## config.mk

```make
export PLATFORM = sky130hd
export DESIGN_NAME = seven_seg_scan_driver
export DESIGN_NICKNAME = d
export VERILOG_FILES = /design/src/rtl/seven_seg_scan_driver.sv
export SDC_FILE = /design/constraint.sdc
export NUM_CORES = 1
export LEC_CHECK = 0
export ABC_AREA = 0
export CAP_MARGIN = 40
export CORE_MARGIN = 2
export CORE_UTILIZATION = 40
export DETAILED_ROUTE_END_ITERATION = 7
export PLACE_DENSITY = 0.69
export SETUP_SLACK_MARGIN = 0.3
export SLEW_MARGIN = 0
export SYNTH_ARGS = -nofsm -noshare
export SYNTH_HDL_FRONTEND = slang
export SYNTH_SLANG_ARGS = --single-unit
```

## constraint.sdc

```tcl
create_clock -name clock -period 3 [get_ports clock]
set_clock_uncertainty 0.05 [all_clocks]
set_input_delay 0.3 -clock clock [delete_from_list [all_inputs] [get_ports clock]]
set_output_delay 0.3 -clock clock [all_outputs]
set_load 0.01 [all_outputs]
```

## src/rtl/seven_seg_scan_driver.sv

```systemverilog
// Time-multiplexed common-anode seven-segment scan driver.
// Scans NUM_DIGITS digits with a hex decoder, per-digit blanking and decimal
// point. One dark cycle is inserted at the start of every digit slot. New frames
// arrive over a valid/ready handshake and are swapped in only at the frame wrap.
module seven_seg_scan_driver #(
    parameter int NUM_DIGITS         = 4,
    parameter int DIV_COUNT          = 8,
    parameter bit ANODE_ACTIVE_LOW   = 1'b0,
    parameter bit CATHODE_ACTIVE_LOW = 1'b1
) (
    input  logic                    clock,
    input  logic                    reset,
    input  logic                    load_valid,
    output logic                    load_ready,
    input  logic [4*NUM_DIGITS-1:0] digit_data,
    input  logic [NUM_DIGITS-1:0]   digit_blank,
    input  logic [NUM_DIGITS-1:0]   digit_dp,
    output logic [NUM_DIGITS-1:0]   anode,
    output logic [6:0]              cathode,
    output logic                    dp,
    output logic                    frame_done
);

    localparam int CNT_W = (DIV_COUNT > 1) ? $clog2(DIV_COUNT) : 1;
    localparam int IDX_W = (NUM_DIGITS > 1) ? $clog2(NUM_DIGITS) : 1;
    localparam logic [CNT_W-1:0] CNT_LAST = CNT_W'(DIV_COUNT - 1);
    localparam logic [IDX_W-1:0] IDX_LAST = IDX_W'(NUM_DIGITS - 1);

    // Inactive levels of the pins, also used as XOR masks for polarity.
    localparam logic [NUM_DIGITS-1:0] ANODE_OFF = {NUM_DIGITS{ANODE_ACTIVE_LOW}};
    localparam logic [6:0]            SEG_OFF   = {7{CATHODE_ACTIVE_LOW}};

    // Hex nibble to active-high segment pattern, bit 6 = a ... bit 0 = g.
    function automatic logic [6:0] hex_decode(input logic [3:0] nib);
        case (nib)
            4'h0:    hex_decode = 7'b1111110;
            4'h1:    hex_decode = 7'b0110000;
            4'h2:    hex_decode = 7'b1101101;
            4'h3:    hex_decode = 7'b1111001;
            4'h4:    hex_decode = 7'b0110011;
            4'h5:    hex_decode = 7'b1011011;
            4'h6:    hex_decode = 7'b1011111;
            4'h7:    hex_decode = 7'b1110000;
            4'h8:    hex_decode = 7'b1111111;
            4'h9:    hex_decode = 7'b1111011;
            4'hA:    hex_decode = 7'b1110111;
            4'hB:    hex_decode = 7'b0011111;
            4'hC:    hex_decode = 7'b1001110;
            4'hD:    hex_decode = 7'b0111101;
            4'hE:    hex_decode = 7'b1001111;
            default: hex_decode = 7'b1000111;
        endcase
    endfunction

    logic [CNT_W-1:0]        r_cnt;
    logic [IDX_W-1:0]        r_idx;
    logic [4*NUM_DIGITS-1:0] r_disp_data;
    logic [NUM_DIGITS-1:0]   r_disp_blank;
    logic [NUM_DIGITS-1:0]   r_disp_dp;
    logic [4*NUM_DIGITS-1:0] r_pend_data;
    logic [NUM_DIGITS-1:0]   r_pend_blank;
    logic [NUM_DIGITS-1:0]   r_pend_dp;
    logic                    r_pend_v;
    logic                    r_load_ready;
    logic [NUM_DIGITS-1:0]   r_anode;
    logic [6:0]              r_cathode;
    logic                    r_dp;
    logic                    r_frame_done;

    logic                    w_slot_end;
    logic                    w_wrap;
    logic                    w_accept;
    logic [3:0]              w_nib;
    logic                    w_blank;
    logic                    w_dp_sel;
    logic [NUM_DIGITS-1:0]   w_anode_on;
    logic [6:0]              w_seg_on;
    logic                    w_dp_on;

    assign w_slot_end = (r_cnt == CNT_LAST);
    assign w_wrap     = w_slot_end && (r_idx == IDX_LAST);
    assign w_accept   = load_valid && r_load_ready;
    assign w_nib      = r_disp_data[4*r_idx +: 4];
    assign w_blank    = r_disp_blank[r_idx];
    assign w_dp_sel   = r_disp_dp[r_idx];

    // Slot counter and digit index; the index advances at each slot end.
    always_ff @(posedge clock) begin
        if (reset) begin
            r_cnt <= '0;
            r_idx <= '0;
        end else if (w_slot_end) begin
            r_cnt <= '0;
            r_idx <= (r_idx == IDX_LAST) ? '0 : r_idx + 1'b1;
        end else begin
            r_cnt <= r_cnt + 1'b1;
        end
    end

    // Handshake: capture into the pending buffer, promote it only at the frame wrap.
    always_ff @(posedge clock) begin
        if (reset) begin
            r_pend_data  <= '0;
            r_pend_blank <= '0;
            r_pend_dp    <= '0;
            r_pend_v     <= 1'b0;
            r_load_ready <= 1'b1;
            r_disp_data  <= '0;
            r_disp_blank <= '1;
            r_disp_dp    <= '0;
        end else begin
            // Ready implies nothing is pending, so accept and promote never coincide.
            if (w_accept) begin
                r_pend_data  <= digit_data;
                r_pend_blank <= digit_blank;
                r_pend_dp    <= digit_dp;
                r_pend_v     <= 1'b1;
                r_load_ready <= 1'b0;
            end else if (w_wrap && r_pend_v) begin
                r_disp_data  <= r_pend_data;
                r_disp_blank <= r_pend_blank;
                r_disp_dp    <= r_pend_dp;
                r_pend_v     <= 1'b0;
                r_load_ready <= 1'b1;
            end
        end
    end

    // Active-high view of what the current slot position should show.
    always_comb begin
        w_anode_on = '0;
        w_seg_on   = '0;
        w_dp_on    = 1'b0;
        if (r_cnt != '0) begin
            w_anode_on[r_idx] = 1'b1;
            if (!w_blank) begin
                w_seg_on = hex_decode(w_nib);
                w_dp_on  = w_dp_sel;
            end
        end
    end

    // Registered pin drivers with polarity applied, plus the frame wrap pulse.
    always_ff @(posedge clock) begin
        if (reset) begin
            r_anode      <= ANODE_OFF;
            r_cathode    <= SEG_OFF;
            r_dp         <= CATHODE_ACTIVE_LOW;
            r_frame_done <= 1'b0;
        end else begin
            r_anode      <= w_anode_on ^ ANODE_OFF;
            r_cathode    <= w_seg_on ^ SEG_OFF;
            r_dp         <= w_dp_on ^ CATHODE_ACTIVE_LOW;
            r_frame_done <= w_wrap;
        end
    end

    assign load_ready = r_load_ready;
    assign anode      = r_anode;
    assign cathode    = r_cathode;
    assign dp         = r_dp;
    assign frame_done = r_frame_done;

endmodule

```

---- Yosys cells after proc, flatten, opt, wreduce, memory -nomap -nowiden ----
Memories as Yosys holds them, arrays and structs flattened.
Index checks and enable logic that the tools add are counted.
Widths: inputs -> output; s select.
cells by class
  add/sub/neg operators ................... 2
  order comparisons ....................... 2
  eq/ne operators ......................... 2
  shift operators ......................... 1
  multiplexer cells ....................... 15
  bitwise gates (word level) .............. 4
  reductions and logical operators ........ 9
operators by type and width
  cell                 count
  $shiftx 16x5->4      1
  $mux 7               2
  $mux 1               9
  $not 7->7            1
  $bmux 1 s2           2
  $logic_and 1x1->1    4
  $reduce_or 2->1      2
  $add 3x1->3 const B  1
  $eq 3x3->1 const B   1
  $lt 2x3->1 const B   1
  $not 1->1            3
  $reduce_bool 3->1    1
  $add 2x1->2 const B  1
  $demux 1 s2          1
  $eq 2x2->1 const B   1
  $ge 2x1->1 const B   1
  $mux 2               1
  $reduce_and 2->1     1
  $reduce_bool 2->1    1
word-level totals
  register bits after elaboration ......... 68
  memory bits (read-only) ................. 112
  input bits .............................. 27
  output and inout bits ................... 14
  logic and storage cells ................. 50
  memories ................................ 1
memories
  name              words  width  read ports  clocked after Yosys merged registers in  wr ports  RTL line  source
  (name not given)  16     7      1           0                                        0         35        case (nib)

---- Logic depth before layout (Yosys ltp) ----
Gate-level depths: netlist of run 1.
  depth in word-level cells ............... 5
  mapped depth ............................ 8

---- Worst setup path after synthesis of run 1 ----
No wires, ideal clock.
  path type ............................... reg-to-reg
  start ................................... register r_idx[0]
  end ..................................... register r_cathode[5] (netlist: cathode[5])
  setup time .............................. 0.140 ns
  data arrival time ....................... 1.774 ns
  slack ................................... 1.036 ns
  cell stages (with the launch flop) ...... 7
  path buffers ............................ 1
  period minus slack after synthesis ...... 1.964 ns
  cell sequence ........................... dfxtp_1 -> buf_6 -> mux4_1 -> inv_1 -> ha_1 -> o211ai_1 -> o211ai_1
between the ends
  cells in the longest elaborated chain, start to end .. 5
  elaborated cells on any way between the ends .. 7
  those cells by class .................... 1 x shift; 4 x mux; 1 x bitwise; 1 x memory
ends and longest elaborated chain
  what                                           RTL line  source
  start: declaration                             56        logic [IDX_W-1:0] r_idx;
  start signal: assignment                       94        r_idx <= (r_idx == IDX_LAST) ? '0 : r_idx + 1'b1;
  $shiftx 16x5->4 or $bmux 1 s2 (tied branches)  83, 84
  $mem_v2 16x7 or $mux 1 (tied branches)         n/a
  $mux 7 (*)                                     136       if (!w_blank) begin
  $mux 7 (*)                                     134       if (r_cnt != '0) begin
  $not 7->7 (no line) (*)                        n/a
  end signal: assignment                         152       r_cathode <= w_seg_on ^ SEG_OFF;
  end: declaration                               66        logic [6:0] r_cathode;
Mark *: on every way between the ends. The rest lies on a longest branch, timed or not. The select of a mux whose other input is x is not followed.
A chain may end at the register's enable or synchronous reset.

---- Final worst setup path of run 1 ----
Ends and elaborated chain as after synthesis.

==> flow_metrics.env, run 1 <==
export IMPL_grt_setup_unrepaired="no"
export IMPL_timing_reg2reg_setup_slack_ps=690
export IMPL_fp_dieH_um=86.58
export IMPL_post_route_period_util_pct=77.00
export IMPL_max_clock_freq_ghz=0.4329
export IMPL_drt_total_wl_um=4949
export IMPL_worstMarginPinSlew_ps=511.2
export IMPL_post_route_cells_drive_above_1_share_pct=8.286
export IMPL_clockBufferDepth=2
export IMPL_final_util_pct=50.49
export IMPL_internal_power_mw=1.411
export IMPL_outcome="finished clean"
export IMPL_sw_frac_of_total_pct=21.70
export IMPL_portBuffers=40
export IMPL_grt_pass1_vias=1949
export IMPL_grt_max_degree=55
export IMPL_final_cell_mix="nand2_1 (102), dfxtp_1 (68), a21oi_1 (49)"
export IMPL_leakage_nw=1.236
export IMPL_ys_seq_area_share_pct=49.91
export IMPL_antenna_found_initial=0
export IMPL_power_density_nw_per_um2=534.1
export IMPL_cts_max_level=3
export IMPL_io_pins=41
export IMPL_fin_ws_ps=690.1
export IMPL_combPwrFrac_pct=5.9
export IMPL_ir_drop_mv=0.2633
export IMPL_switching_power_mw=0.3910
export IMPL_clkSinkCount=68
export IMPL_cp_arrival_ps=2460
export IMPL_vias_per_cell=4.877
export IMPL_wl_met2_um=2285
export IMPL_hpwl_um=3350
export IMPL_first_iter_violations=71
export IMPL_drtPass1Iterations=4
export IMPL_drv_slew=0
export IMPL_ctsResizeCount=0
export IMPL_worstSkewPairLatency_ps=340
export IMPL_post_synth_cell_area_avg_um2=8.856
export IMPL_highest_layer="met4"
export IMPL_ys_ff_latch=68
export IMPL_rows=30
export IMPL_hold_depth=2
export IMPL_r2r_start="r_idx[0]"
export IMPL_end_kind="register"
export IMPL_met3_length_um=194
export IMPL_hold_viol_final=0
export IMPL_setup_violations=0
export IMPL_fin_nets=385
export IMPL_crit_path_start_kind="register"
export IMPL_worst_ep_required_time_ps=3150
export IMPL_multi_input_area_um2=1239
export IMPL_min_from="reset"
export IMPL_place_ws_ps=683.9
export IMPL_vias=2097
export IMPL_wl_per_cell_um=11.51
export IMPL_syn_nets=348
export IMPL_cts_setup_buffers=0
export IMPL_worstHoldEndpoint="r_idx[1]"
export IMPL_yosysWarnings=0
export IMPL_p_seq_share_pct=52.2
export IMPL_dp_cells=414
export IMPL_synth_distinct_cells=29
export IMPL_start_util_pct=40.82
export IMPL_async_flop_share_pct=0
export IMPL_core_area_um2=6681
export IMPL_hp_class="input pin to register"
export IMPL_clockRootBuffer="clkbuf_8"
export IMPL_cts_tree="done"
export IMPL_drc_errors=0
export IMPL_maxSlewHeadroom_pct=65.92
export IMPL_synth_edf_count=0
export IMPL_r2r_end="cathode[5]"
export IMPL_finalInstanceArea_um2=3373
export IMPL_syn_to_final_growth_pct=23.67
export IMPL_clk_pin_slew_ps=70
export IMPL_grtUsageTotal_pct=14.66
export IMPL_grt_first_pass_wirelength_um=8618
export IMPL_finalPower_mw=1.802
export IMPL_gr_total_overflow=0
export IMPL_path_class="register to register"
export IMPL_register_area_um2=1361
export IMPL_diodes=0
export IMPL_fin_crit_ps=2310
export IMPL_finalNonFillerCells=430
export IMPL_synthesis_area_um2=2728
export IMPL_ff2ff_path_depth=5
export IMPL_tns_ps=0
export IMPL_placed_area_um2=3171
export IMPL_whs_ps=183.5
export IMPL_num_fill_cells=654
export IMPL_die_x_um=86.58
export IMPL_met1_length_um=2356
export IMPL_cp_startpoint="r_idx[0]"
export IMPL_die_area_um2=7495
export IMPL_p_clk_share_pct=41.9
export IMPL_layout_cells_most_common="nand2_1"
export IMPL_gp_congestion=0.8070
export IMPL_synthFlopType="dfxtp_1"
export IMPL_crit_fanout=11
export IMPL_ant_nets=0
export IMPL_holdBufCountCts=0
export IMPL_synthesis_instances=308
export IMPL_cts_buffers_inserted=9
export IMPL_drv_cap=0
## synth_stat cells (2+ instances only)
cell type	number	share of area, %
nand2_1	102	14
dfxtp_1	68	50
a21oi_1	49	9.0
clkbuf_1	14	1.9
ha_1	13	6.0
inv_1	10	1.4
nor2_1	6	0.83
and2_1	5	1.1
mux2i_1	4	1.5
nand3b_1	4	1.1
nor3b_1	4	1.1
buf_2	3	0.55
mux4_1	3	2.9
mux4_2	3	2.5
o221ai_1	3	0.96
buf_6	2	0.83
nor3_1	2	0.37
o211ai_1	2	0.55
## worst max-delay path: stages (launching register included)
cell and delay [ps]:
dfxtp_1 620, mux4_1 730, inv_1 180, ha_1 270, o211ai_1 210, o211ai_1 110
## logic make-up (layout without fill, tap and decap cells)
family / count (synthesis) / in the layout / share of synthesized area, %
AO/OA/AOI/OAI: 57 / 57 / 11.33
adder cells (fa/ha/maj): 13 / 13 / 5.963
buffers and inverters: 29 / 71 / 4.679
flip-flops: 68 / 68 / 49.91
multiplexers: 10 / 10 / 6.835
AND/OR/NAND/NOR: 131 / 131 / 21.28
## cell type report
class | instances | share of cell area, %
Timing Repair Buffer | 45 | 12.83
Clock inverter | 4 | 1.409
Sequential cell | 68 | 40.36
Clock buffer | 12 | 4.599
Multi-Input combinational cell | 211 | 36.72
Tap cell | 80 | 2.967
Inverter | 10 | 1.113
## how the worst max path moves through the flow
stage	end	slack, ps	cells after the start
2_1_floorplan	cathode[5]	1040	6
3_3_place_gp	cathode[3]	800	7
3_5_place_dp	cathode[5]	680	5
4_1_cts	cathode[5]	660	5
5_1_grt	cathode[3]	490	7
6_report	cathode[5]	690	5
## metal layers
layer | track usage [%] | up-vias
met1 | 18.16 | 946
met3 | 3.238 | 10
li1 | - | 1097
met5 | 0 | -
met2 | 23.71 | 44
met4 | 8.097 | 0
## flip-flops by register name (all words and copies together) (netlist names), 3 cells and up
| signal | cells |
|---|---|
| r_disp_blank | 4 |
| cathode | 7 |
| r_pend_blank | 4 |
| anode | 4 |
| r_cnt | 3 |
| r_pend_data | 16 |
| r_disp_data | 16 |
| r_pend_dp | 4 |
| r_disp_dp | 4 |
## power by group through the flow
stage | logic [mW] | registers, mW | clock network (mW)
2_1_floorplan | 0.0560 | 0.959 | 0
3_3_place_gp | 0.106 | 0.960 | 0
3_5_place_dp | 0.108 | 0.961 | 0
4_1_cts | 0.108 | 0.941 | 0.773
5_1_grt | 0.120 | 0.944 | 0.805
6_report | 0.106 | 0.941 | 0.755
Power figures use the tool's default switching activity.
==> run 2: changes to the inputs <==
- PLACE_DENSITY: 0.69 -> 0.71
- clock period: 3 -> 1.9 ns (I/O delays scaled with it)
==> run 2 against run 1 <==
  * Combinational power up 62%
  * Critical endpoint is now cathode[6]
  * Count of clock-buffer cells in the layout unchanged
  * Highest routed layer unchanged
  * Largest cell class unchanged
  * Clock power up 36%
  * Die area unchanged
  * Non-clock buffer count up 29
  * Critical path type unchanged
  * Fmax up 28%
  * Critical path depth unchanged
==> flow_metrics.env, run 2 (synthesis results as in run 1) <==
export IMPL_outcome="finished clean"
export IMPL_use_met3_pct=4.095
export IMPL_max_clock_freq_ghz=0.5539
export IMPL_rows=30
export IMPL_drt_total_wl_um=6032
export IMPL_place_ws_ps=58.89
export IMPL_layout_cells_most_common="nand2_1"
export IMPL_ir_drop_mv=0.4281
export IMPL_drtPass1Iterations=5
export IMPL_clockBufferDepth=2
export IMPL_first_iter_violations=123
export IMPL_crit_fanout=6
export IMPL_portBuffers=40
export IMPL_fp_dieH_um=86.58
export IMPL_wl_per_cell_um=13.14
export IMPL_vias_per_cell=4.943
export IMPL_gr_total_overflow=0
export IMPL_clk_pin_slew_ps=80
export IMPL_core_area_um2=6681
export IMPL_fin_crit_ps=1805
export IMPL_syn_to_final_growth_pct=40.05
export IMPL_fin_ws_ps=94.63
export IMPL_vias=2269
export IMPL_start_util_pct=40.82
export IMPL_ant_nets=0
export IMPL_busiest_layer="met2"
export IMPL_antenna_found_initial=0
export IMPL_fin_nets=414
export IMPL_drc_errors=0
export IMPL_grtUsageTotal_pct=14.75
export IMPL_num_fill_cells=572
export IMPL_hpwl_um=3522
export IMPL_grt_pass1_vias=1963
export IMPL_cts_buffers_inserted=9
export IMPL_setup_violations=0
export IMPL_tns_ps=0
export IMPL_clockRootBuffer="clkbuf_8"
export IMPL_die_x_um=86.58
export IMPL_crit_path_start_kind="register"
export IMPL_dp_cells=422
export IMPL_post_route_cells_drive_above_1_share_pct=21.90
export IMPL_power_density_nw_per_um2=702.5
export IMPL_grt_setup_unrepaired="yes"
export IMPL_grt_max_degree=52
export IMPL_gp_congestion=0.8304
export IMPL_drv_slew=0
export IMPL_path_class="register to register"
export IMPL_cts_tree="done"
export IMPL_leakage_nw=1.424
export IMPL_worstMarginPinSlew_ps=513.8
export IMPL_hold_viol_final=0
export IMPL_cp_arrival_ps=2010
export IMPL_die_area_um2=7495
export IMPL_worst_ep_required_time_ps=2110
export IMPL_worstSkewPairLatency_ps=340
export IMPL_final_cell_mix="nand2_1 (97), dfxtp_1 (65), a21oi_1 (43)"
export IMPL_maxSlewHeadroom_pct=65.74
export IMPL_met1_usage_pct=18.63
export IMPL_diodes=0
export IMPL_cts_max_level=3
export IMPL_grt_first_pass_wirelength_um=8700
export IMPL_clkSinkCount=68
export IMPL_drv_cap=0
export IMPL_grtUsageMet2_pct=23.36
export IMPL_end_kind="register"
export IMPL_hp_class="input pin to register"
export IMPL_post_route_period_util_pct=95.02
export IMPL_io_pins=41
export IMPL_finalNonFillerCells=459
-- run 2: cell types whose count changed in the layout (fill, tap and decap cells not counted), sizes merged --
cell      delta
clkbuf       +4
buf         +25
clkinvlp     +1
bufinv       -1
-- run 2: metrics by stage --
step / util, % / hold WS (ps) / area [um2] / power (mW)
after global routing: 57.17 / 112.2 / 3820 / 2.801
final: 57.17 / 101.6 / 3820 / 2.684
after CTS: 52.45 / 95.77 / 3505 / 2.699
after detailed placement: 48.65 / 394.7 / 3251 / 1.689
after floorplan: - / 252.9 / 2750 / 1.605
after global placement: 48.65 / 391.7 / 3251 / 1.684
-- run 2: routing by layer --
layer  up-vias  part of all wire [%]
li1       1153                     -
met1      1056                    44
met2        51                    51
met3         9                   3.9
met4         0                   1.6
met5         -                     0
-- run 2: cell type report --
cell class,instances,area [um2],area share [%]
Clock buffer,12,145.1,3.800
Clock inverter,4,25.02,0.6551
Inverter,10,42.54,1.114
Multi-Input combinational cell,211,1360,35.60
Sequential cell,68,1368,35.80
Tap cell,80,100.1,2.620
Timing Repair Buffer,74,779.5,20.41
-- run 2: final timing paths --
check / startpoint / endpoint / slack (ps) / depth (start not counted)
hold reg to reg: r_cnt[0] / r_cnt[0] / 380 / 1
hold / removal: reset / r_idx[1] / 100 / 2
setup / recovery: r_idx[0] / cathode[6] / 90 / 5
setup reg to reg: r_idx[0] / cathode[6] / 90 / 5
-- run 2: timing repair --
| item | in CTS | in global routing |
|---|---|---|
| pin swaps | 3 | 9 |
| hold buffers | 0 | 0 |
| gates resized for setup | 8 | 26 |
| gates cloned | 0 | 6 |
| buffers inserted | 6 | 9 |
| endpoints found under the setup margin | 32 | 33 |
-- run 2: critical path: stages, from the launching register on --
cell	delay, ps
dfxtp_4	390
mux4_2	620
inv_4	120
ha_1	210
nor3_1	80
o31ai_1	250
-- run 2: power breakdown --
| group | switching (mW) | total [mW] | internal [mW] |
|---|---|---|---|
| combinational | 0.0809 | 0.172 | 0.0912 |
| sequential | 0.0207 | 1.48 | 1.46 |
| clock | 0.522 | 1.03 | 0.505 |
